--- config.mk ---
export PLATFORM = sky130hd
export DESIGN_NAME = inst_fetch_stage
export DESIGN_NICKNAME = d
export VERILOG_FILES = /design/src/rtl/inst_fetch_stage.sv
export SDC_FILE = /design/constraint.sdc
export NUM_CORES = 1
export LEC_CHECK = 0
export ABC_AREA = 1
export BUFFER_PORTS_ARGS = -buffer_cell sky130_fd_sc_hd__buf_2
export CORE_AREA = 2 2 96 98
export CTS_CLUSTER_DIAMETER = 100
export DETAILED_ROUTE_END_ITERATION = 16
export DIE_AREA = 0 0 98 100
export PLACE_DENSITY = 0.74
export SYNTH_ARGS = -nofsm -noshare
export SYNTH_HDL_FRONTEND = slang
export SYNTH_SLANG_ARGS = --single-unit
--- constraint.sdc ---
create_clock -name clk -period 3.15 [get_ports clk]
set_input_delay 0.1575 -clock clk [delete_from_list [all_inputs] [get_ports clk]]
set_output_delay 0.1575 -clock clk [all_outputs]
set_load 0.02 [all_outputs]
--- src/rtl/inst_fetch_stage.sv ---
// IF pipeline stage: holds the fetched PC, waits for the instruction SRAM response,
// buffers it across ID stalls and discards in-flight responses after a flush.
// Optional misaligned-PC (ADEF) check enabled by defining IF_ADEF_CHECK_EN.
module inst_fetch_stage #(
    parameter int unsigned       PC_W     = 32,
    parameter int unsigned       INST_W   = 32,
    parameter int unsigned       EXC_W    = 8,
    parameter int unsigned       ADEF_BIT = 1,
    parameter logic [INST_W-1:0] NOP_INST = INST_W'(32'h03400000)
) (
    input  logic              clk,
    input  logic              rst,
    input  logic              preif_valid_i,
    input  logic              preif_req_i,
    input  logic [PC_W-1:0]   preif_pc_i,
    input  logic              preif_excp_en_i,
    input  logic [EXC_W-1:0]  preif_excp_type_i,
    output logic              allowin_o,
    input  logic              inst_sram_data_ok_i,
    input  logic [INST_W-1:0] inst_sram_rdata_i,
    input  logic              excep_flush_i,
    input  logic              id_allowin_i,
    output logic              to_id_valid_o,
    output logic [PC_W-1:0]   if_pc_o,
    output logic [INST_W-1:0] if_inst_o,
    output logic              if_excp_en_o,
    output logic [EXC_W-1:0]  if_excp_type_o,
    output logic              order_we_o,
    output logic [PC_W-1:0]   order_pc_o
);

    logic              if_valid_q, if_valid_d;
    logic [PC_W-1:0]   pc_q, pc_d;
    logic              excp_en_q, excp_en_d;
    logic [EXC_W-1:0]  excp_type_q, excp_type_d;
    logic              wait_rsp_q, wait_rsp_d;
    logic              buf_valid_q, buf_valid_d;
    logic [INST_W-1:0] buf_inst_q, buf_inst_d;
    logic [1:0]        cancel_cnt_q, cancel_cnt_d;

    logic ready_go, load, accept, cancel_hit, cnt_inc, cnt_dec;

    always_comb begin
        cancel_hit = inst_sram_data_ok_i && (cancel_cnt_q != 2'd0);
        accept     = inst_sram_data_ok_i && (cancel_cnt_q == 2'd0) && wait_rsp_q;
        ready_go   = excp_en_q || buf_valid_q || accept;
        to_id_valid_o = if_valid_q && ready_go && !excep_flush_i;
        allowin_o     = !if_valid_q || (ready_go && id_allowin_i) || excep_flush_i;
        load          = allowin_o && preif_valid_i && !excep_flush_i;

        if_valid_d   = if_valid_q;
        pc_d         = pc_q;
        excp_en_d    = excp_en_q;
        excp_type_d  = excp_type_q;
        wait_rsp_d   = wait_rsp_q;
        buf_valid_d  = buf_valid_q;
        buf_inst_d   = buf_inst_q;
        cnt_dec      = cancel_hit;
        // A flush orphans the outstanding request unless its response lands this cycle.
        cnt_inc      = excep_flush_i && wait_rsp_q &&
                       !(inst_sram_data_ok_i && (cancel_cnt_q == 2'd0));

        if (accept) begin
            wait_rsp_d = 1'b0;
            if (!id_allowin_i) begin
                buf_inst_d  = inst_sram_rdata_i;
                buf_valid_d = 1'b1;
            end
        end

        if (ready_go && id_allowin_i && !load) begin
            if_valid_d = 1'b0;
        end

        if (excep_flush_i) begin
            if_valid_d  = 1'b0;
            wait_rsp_d  = 1'b0;
            buf_valid_d = 1'b0;
        end

        if (load) begin
            if_valid_d  = 1'b1;
            pc_d        = preif_pc_i;
            excp_en_d   = preif_excp_en_i;
            excp_type_d = preif_excp_type_i;
            wait_rsp_d  = preif_req_i;
            buf_valid_d = 1'b0;
`ifdef IF_ADEF_CHECK_EN
            if ((preif_pc_i[1:0] != 2'b00) && !preif_excp_en_i) begin
                excp_en_d              = 1'b1;
                excp_type_d[ADEF_BIT]  = 1'b1;
                // The fetch already went out; drop its response instead of using it.
                if (preif_req_i) begin
                    wait_rsp_d = 1'b0;
                    cnt_inc    = 1'b1;
                end
            end
`endif
        end

        cancel_cnt_d = cancel_cnt_q;
        if (cnt_inc && !cnt_dec && (cancel_cnt_q != 2'd3)) begin
            cancel_cnt_d = cancel_cnt_q + 2'd1;
        end else if (cnt_dec && !cnt_inc) begin
            cancel_cnt_d = cancel_cnt_q - 2'd1;
        end

        if (buf_valid_q) begin
            if_inst_o = buf_inst_q;
        end else if (!wait_rsp_q) begin
            if_inst_o = NOP_INST;
        end else begin
            if_inst_o = inst_sram_rdata_i;
        end

        if_pc_o        = pc_q;
        if_excp_en_o   = excp_en_q;
        if_excp_type_o = excp_type_q;
        order_we_o     = if_valid_q;
        order_pc_o     = pc_q;
    end

    always_ff @(posedge clk or posedge rst) begin
        if (rst) begin
            if_valid_q   <= 1'b0;
            pc_q         <= '0;
            excp_en_q    <= 1'b0;
            excp_type_q  <= '0;
            wait_rsp_q   <= 1'b0;
            buf_valid_q  <= 1'b0;
            buf_inst_q   <= '0;
            cancel_cnt_q <= 2'd0;
        end else begin
            if_valid_q   <= if_valid_d;
            pc_q         <= pc_d;
            excp_en_q    <= excp_en_d;
            excp_type_q  <= excp_type_d;
            wait_rsp_q   <= wait_rsp_d;
            buf_valid_q  <= buf_valid_d;
            buf_inst_q   <= buf_inst_d;
            cancel_cnt_q <= cancel_cnt_d;
        end
    end

endmodule

Word level (Yosys, flattened, before mapping)
Index checks and enable logic that the tools add are counted.

Add/sub/neg operators: 2. Equal/unequal tests: 2. Multiplexer cells: 14. Bitwise logic cells: 1. Reductions and logical operators: 31.

Operators by type and width (count): $mux W32 (2); $logic_and A1 B1 Y1 (14); $mux W1 (10); $logic_not A1 Y1 (6); $reduce_bool A3 Y1 (2); $logic_or A1 B1 Y1 (4); $mux W2 (2); $reduce_and A2 Y1 (2); $reduce_bool A2 Y1 (2); $ne A3 B2 Y1 const B (1); $add A2 B1 Y2 const B (1); $logic_not A2 Y1 (1); $ne A2 B2 Y1 const B (1); $sub A2 B1 Y2 const B (1); $not A1 Y1 (1).

Register bits after elaboration: 78. Bits of input ports: 80. Logic and storage cells: 58.

Logic depth before layout (Yosys ltp)
Gate-level depths: netlist of the first run.

Word-level depth: 14. Depth in mapped cells: 9. Depth with buffers taken out: 8.

Least setup slack after synthesis of the first run
No wires, ideal clock.

Path type: reg-to-output. Start: register buf_valid_q. End: output if_inst_o[10]. Data arrival time: 1.455 ns. Data required time: 2.992 ns. Path slack: 1.537 ns. Cell stages (with the launch flop): 6. Path through: dfrtp_1 > nor2_1 > inv_1 > clkbuf_2 > clkbuf_1 > o21ai_0.

Cells in the longest elaborated chain, start to end: 1.

RTL lines: start, declared (RTL line 37) `logic buf_valid_q, buf_valid_d;`; start signal, assigned (RTL line 139) `buf_valid_q <= buf_valid_d;`; $mux W32 (RTL line 108) `if (buf_valid_q) begin`; end, declared (RTL line 25) `output logic [INST_W-1:0] if_inst_o,`.

No other way between the ends.

Final worst setup path of the first run
Start: register buf_valid_q. End: output if_inst_o[21].

Same word-level chain as after synthesis.

==> flow_metrics.py, run 1 <==
metrics = {
    "outcome": {
        "run_status": "finished clean",
    },
    "synthesis": {
        "synthFlopType": "dfrtp_1",
        "synth_top_area_share_pct": 50.5,
        "syn-cell-area_sq_mm": 0.00387,
        "synthArstFlopShare_pct": 100,
        "syn_inst": 464,
        "synth_fp_nets": 544,
        "synth.most_common_cell": "nand2_1",
        "synth_common_cells": "nand2_1 (155), dfrtp_1 (78), nand4_1 (42), inv_1 (40), buf_4 (36)",
        "synth-seq-cells": 78,
        "synth-edff-count": 0,
        "yosys.area.top_type": "dfrtp_1",
        "ys_top_cells_by_area": "dfrtp_1 (50%), nand2_1 (15%), buf_4 (7.0%)",
        "ys_warn_count": 0,
        "avgSynthCellArea_sq_um": 8.34,
        "yosysSeqAreaShare_pct": 50.5,
        "netlist-cell-type-count": 21,
    },
    "critical_path": {
        "cp_num_buf_inv": 2,
        "path_delay_family": "buffers and inverters",
        "regToRegEndpoint": "if_pc_o[25]$_DFFE_PP0P_",
        "r2r_start": "cancel_cnt_q[1]$_DFFE_PP0P_",
        "endpoint_kind": "primary output",
        "path_max_fanout": 29,
        "critical_path.max_stage_delay_ns": 0.41,
        "timing_worst_setup_path_type": "reg2out",
        "required_ns": 2.99,
        "slowest_stage": "inv_1",
        "reg2reg_depth": 8,
        "reg2reg_setup_slack_ns": 1.14,
        "worstSetupStartpointType": "flip-flop",
        "crit_chain": "nor2_1 -> inv_1 -> o21ai_0 -> buf_2",
        "arrival_ns": 1.96,
    },
    "drt": {
        "viasPerCell": 4.83,
        "dr_total_vias": 3485,
        "drtPass1Iterations": 4,
        "first_iter_violations": 128,
        "finalWirelength_um": 9110,
        "wire_per_inst_um": 12.6,
        "drc": 0,
        "ant_nets": 0,
    },
    "power": {
        "intPower_mw": 2.03,
        "seqPwrFrac_pct": 44.2,
        "clock_power_share_pct": 30.1,
        "power.switching_mw": 0.984,
        "p_leak_nw": 2.78,
        "combinationalPowerShare_pct": 25.7,
        "total_power_mw": 3.01,
        "swShare_pct": 32.7,
        "vdd_ir_drop_max_v": 0.000306,
        "power_density_mw_per_mm2": 627,
    },
    "die": {
        "dieArea_sq_mm": 0.00980,
        "io_pins": 188,
        "chipWidth_um": 98,
        "rows": 35,
        "start_util_pct": 43.5,
        "core_sq_mm": 0.00889,
        "dieHeight_um": 100,
    },
    "global_route": {
        "grt-ovfl-total": 0,
        "grt_pass1_wl_um": 15000,
        "grt_use_total_pct": 18.6,
        "antenna_found_initial": 0,
        "grt_max_degree": 66,
        "grt_pass1_vias": 3271,
    },
    "sta": {
        "finalMaxSlewViolations": 0,
        "skew_ns": 0.00957,
        "timing.slew.headroom_pct": 34.9,
        "rsz0062_at_grt": "false",
        "setup-tns-final_ns": 0,
        "worstMarginPinSlew_ns": 0.976,
        "min_period_over_period_pct": 67.2,
        "layout_setup_ws_ns": 1.03,
        "hold_violations": 0,
        "fmax_mhz": 473,
        "setup_viol": 0,
        "fin_crit_ns": 2.12,
    },
    "clocking": {
        "clk_pin_slew_ns": 0.08,
        "cts_tree": "done",
        "cts_buffer_depth": 2,
        "post_cts_resized": 0,
        "cts.sinks": 78,
        "post_cts_buffers": 0,
        "clock_latency_ns": 0.34,
        "htree_levels": 3,
        "numCtsBuffers": 9,
        "root_buffer": "clkbuf_8",
        "ctsHoldBuffers": 0,
    },
    "layout": {
        "diodes": 0,
        "fillers": 831,
        "area_delta_synth_final_pct": 24.3,
        "drive_gt1_share_pct": 37.5,
        "final_nets": 685,
    },
    "job": {
        "maxCapViolations": 0,
    },
    "placement": {
        "io_buffers": 187,
        "dp_hpwl_um": 6280,
        "place_congestion": 0.771,
        "place_ws_ns": 1.12,
    },
    "worst_hold_path": {
        "hold_path.class": "in2async",
    },
}
==> area by class of cell <==
class | count | area [sq um] | area share, %
Clock buffer | 11 | 141 | 2.94
Timing Repair Buffer | 192 | 973 | 20.2
Multi-Input combinational cell | 283 | 1340 | 27.9
Clock inverter | 5 | 106 | 2.21
Tap cell | 111 | 139 | 2.89
Sequential cell | 78 | 1950 | 40.6
Inverter | 41 | 155 | 3.23
==> flip-flops by register name, summed over array words and instances, names as in the netlist <==
signal          count
wait_rsp_q          1
if_pc_o            32
if_excp_type_o      8
buf_valid_q         1
buf_inst_q         32
cancel_cnt_q        2
if_excp_en_o        1
order_we_o          1
==> layout by cell type (no fill, tap or decap), drive strengths merged <==
master / synthesis / final
a21oi: 5 / 5
buf: 49 / 192
bufinv: 0 / 3
clkbuf: 13 / 11
clkinv: 0 / 2
clkinvlp: 0 / 1
dfrtp: 78 / 78
inv: 41 / 40
nand2: 156 / 156
nand3: 4 / 4
nand4: 42 / 42
nor2: 12 / 12
o21ai: 62 / 62
or2: 2 / 2
==> worst max path at each step <==
stage | from | to | slack, ns | cells past startpoint
6_report | buf_valid_q$_DFFE_PP0P_ | if_inst_o[21] | 1.03 | 4
5_1_grt | buf_valid_q$_DFFE_PP0P_ | if_inst_o[31] | 0.83 | 4
4_1_cts | buf_valid_q$_DFFE_PP0P_ | if_inst_o[21] | 0.95 | 4
3_5_place_dp | cancel_cnt_q[1]$_DFFE_PP0P_ | if_pc_o[25]$_DFFE_PP0P_ | 1.12 | 8
3_3_place_gp | cancel_cnt_q[1]$_DFFE_PP0P_ | if_excp_en_o$_DFFE_PP0P_ | 1.20 | 8
2_1_floorplan | rst | buf_inst_q[0]$_DFFE_PP0P_ | 1.0 | 1
==> layer usage <==
layer | vias to the layer above | wire (um) | global-route usage, %
met1 | 1606 | 3900 | 23.0
li1 | 1742 | - | -
met5 | - | 0 | 0
met3 | 5 | 706 | 5.57
met2 | 132 | 4440 | 32.2
met4 | 0 | 63 | 4.81
==> kinds of logic (layout without fill, tap and decap cells) <==
kind of cell / count (synthesis) / after routing / synth area share [%]
AND/OR/NAND/NOR: 216 / 216 / 24.5
buffers and inverters: 103 / 249 / 14.8
flip-flops: 78 / 78 / 50.5
AO/OA/AOI/OAI: 67 / 67 / 10.2
==> metrics by stage <==
step	cell area, sq um	std cells	utilization, %	hold WS [ns]
after floorplan	3870	464	-	0.302
after global placement	4560	705	51.3	0.403
after detailed placement	4560	705	51.3	0.409
after CTS	4810	721	54.1	0.0322
after global routing	4810	721	54.1	0.0516
final	4810	721	54.1	0.0111
==> power groups by stage <==
stage	logic [mW]	clock network [mW]	registers [mW]
finish	0.774	0.905	1.33
global route	0.855	0.978	1.36
CTS	0.787	0.938	1.33
detailed placement	0.788	0	1.35
global placement	0.772	0	1.34
floorplan	0.502	0	1.44
No activity file was read; power rests on OpenSTA's default activity.
==> run 2, diff against run 1 <==
==> constraint.sdc (replaced) <==
create_clock -name clk -period 2.05 [get_ports clk]
set_input_delay 0.1025 -clock clk [delete_from_list [all_inputs] [get_ports clk]]
set_output_delay 0.1025 -clock clk [all_outputs]
set_load 0.02 [all_outputs]
==> run 2 against run 1 <==
Against the previous run:
- clock-buffer cell count unchanged
- critical path type unchanged
- sequential power increased by 54%
- non-clock buffer count increased by 22
- largest cell class unchanged
- power grew 51%
- via count rose by 2.8%
- sequential share of layout area is 1.8 points lower
- core utilization grew 2.5 points
==> flow_metrics.py, run 2 (synthesized netlist as in run 1, its figures left out) <==
metrics = {
    "clocking": {
        "cts.sinks": 78,
        "numCtsBuffers": 9,
        "clk_pin_slew_ns": 0.08,
        "cts_tree": "done",
        "htree_levels": 3,
        "root_buffer": "clkbuf_8",
        "clock_latency_ns": 0.34,
        "cts_buffer_depth": 2,
    },
    "critical_path": {
        "crit_chain": "nor2_1 -> nand3_1 -> nand2_1 -> nand2_1 -> nand2_4 -> buf_6 -> buf_2",
        "arrival_ns": 1.73,
        "path_max_fanout": 45,
        "crit_path_frequent_cell": "nand2_1",
        "required_ns": 1.95,
        "critical_path.max_stage_delay_ns": 0.43,
        "worstSetupStartpointType": "flip-flop",
        "timing_worst_setup_path_type": "reg2out",
        "endpoint_kind": "primary output",
        "path_delay_family": "buffers and inverters",
        "slowest_stage": "dfrtp_1",
        "cp_num_buf_inv": 2,
    },
    "job": {
        "maxCapViolations": 0,
    },
    "sta": {
        "finalMaxSlewViolations": 0,
        "setup_viol": 0,
        "hold_violations": 0,
        "timing.slew.headroom_pct": 54.9,
        "skew_ns": 0.0113,
        "whs_ns": 0.0165,
        "fin_crit_ns": 1.83,
        "fmax_mhz": 545,
        "rsz0062_at_grt": "false",
        "worstMarginPinSlew_ns": 0.676,
        "min_period_over_period_pct": 89.5,
        "setup-tns-final_ns": 0,
    },
    "layout": {
        "drive_gt1_share_pct": 37.3,
        "area_delta_synth_final_pct": 30.1,
        "final_nets": 708,
        "layout_commonest_cell": "buf_2",
        "diodes": 0,
        "layout_common_cells": "buf_2 (187), nand2_1 (155), dfrtp_1 (78), nand4_1 (42), inv_1 (38)",
        "fillers": 826,
    },
    "global_route": {
        "grt-ovfl-total": 0,
        "top_usage_layer": "met2",
        "met3_usage_pct": 4.39,
        "grtUsageMet1_pct": 24.1,
        "grt_util_met2_pct": 32.3,
        "grt_max_degree": 66,
        "antenna_found_initial": 0,
        "grt_use_total_pct": 19.1,
        "grt_pass1_vias": 3310,
        "grt_pass1_wl_um": 15300,
    },
    "power": {
        "power.switching_mw": 1.53,
        "p_leak_nw": 2.86,
        "intPower_mw": 3.03,
        "seqPwrFrac_pct": 45.0,
        "vdd_ir_drop_max_v": 0.000542,
        "swShare_pct": 33.6,
        "power_density_mw_per_mm2": 907,
        "combinationalPowerShare_pct": 27.3,
        "clock_power_share_pct": 27.8,
    },
    "worst_hold_path": {
        "hold_path.class": "in2reg",
    },
    "placement": {
        "dp_hpwl_um": 6500,
        "place_congestion": 0.768,
        "io_buffers": 187,
    },
    "die": {
        "io_pins": 188,
        "dieHeight_um": 100,
        "chipWidth_um": 98,
        "rows": 35,
        "dieArea_sq_mm": 0.00980,
        "start_util_pct": 43.5,
        "core_sq_mm": 0.00889,
    },
    "drt": {
        "wire_per_inst_um": 12.8,
        "ant_nets": 0,
        "drtPass1Iterations": 4,
        "dr_total_vias": 3583,
        "finalWirelength_um": 9550,
        "viasPerCell": 4.82,
        "drc": 0,
        "first_iter_violations": 109,
    },
    "outcome": {
        "run_status": "finished clean",
    },
}
[run 2: changes by cell type in the layout (fill, tap and decap cells not counted), sizes merged]
| cell | before | now |
|---|---|---|
| dlygate4sd3 | 0 | 18 |
| buf | 192 | 196 |
| clkinvlp | 1 | 4 |
| bufinv | 3 | 2 |
| clkinv | 2 | 1 |
[run 2: layer usage]
metal,vias to the layer above,share of wire [%]
li1,1784,-
met1,1634,41
met2,148,50
met3,17,7.7
met4,0,1.7
met5,-,0
[run 2: final timing paths]
check	from	endpoint	slack, ns	depth (start not counted)
max	cancel_cnt_q[1]$_DFFE_PP0P_	allowin_o	0.22	7
min	preif_pc_i[16]	if_pc_o[16]$_DFFE_PP0P_	0.02	3
max reg2reg	cancel_cnt_q[1]$_DFFE_PP0P_	if_pc_o[21]$_DFFE_PP0P_	0.45	8
min reg2reg	if_excp_type_o[6]$_DFFE_PP0P_	if_excp_type_o[6]$_DFFE_PP0P_	0.47	2
max in group asynchronous	rst	buf_inst_q[4]$_DFFE_PP0P_	1.11	4
min in group asynchronous	rst	buf_valid_q$_DFFE_PP0P_	0.36	3
[run 2: per-stage QoR]
| stage | instance area (sq um) | power, mW | utilization, % | std cells | setup WS [ns] |
|---|---|---|---|---|---|
| final | 5030 | 4.56 | 56.6 | 744 | 0.216 |
| after global routing | 5030 | 4.84 | 56.6 | 744 | 0.0188 |
| after CTS | 4990 | 4.61 | 56.2 | 741 | 0.0729 |
| after detailed placement | 4590 | 3.30 | 51.6 | 707 | 0.442 |
| after global placement | 4590 | 3.25 | 51.6 | 707 | 0.474 |
| after floorplan | 3870 | 2.98 | - | 464 | 0.492 |
[run 2: timing repair]
action	4_1_cts	5_1_grt
endpoints found under the hold margin	38	0
hold buffers	18	0
setup endpoints to repair	0	29
setup buffers	0	2
resized for setup	0	5
[run 2: layout make-up]
cell class	count	area [sq um]	area share [%]
clock buffers	11	141	2.81
flip-flops and latches	78	1950	38.8
well taps	111	139	2.76
repair inverters	1	7.51	0.149
clock inverters	5	81.3	1.62
inverters	41	161	3.21
multi-input cells	283	1350	26.8
repair buffers	214	1200	23.8
[run 2: power by group through the flow]
stage / clock network, mW / registers, mW / logic [mW]
floorplan: 0 / 2.21 / 0.772
global placement: 0 / 2.06 / 1.20
detailed placement: 0 / 2.07 / 1.22
CTS: 1.31 / 2.05 / 1.25
global route: 1.38 / 2.09 / 1.37
finish: 1.27 / 2.05 / 1.24
[run 2: worst reg2reg max path, cell delays in order, from the launching register on]
cell	delay, ns
dfrtp_1	0.43
nor2_1	0.10
nand3_1	0.09
nand2_1	0.08
nand2_1	0.08
nand2_4	0.08
nand3_4	0.36
nand2_1	0.20
nand2_1	0.07
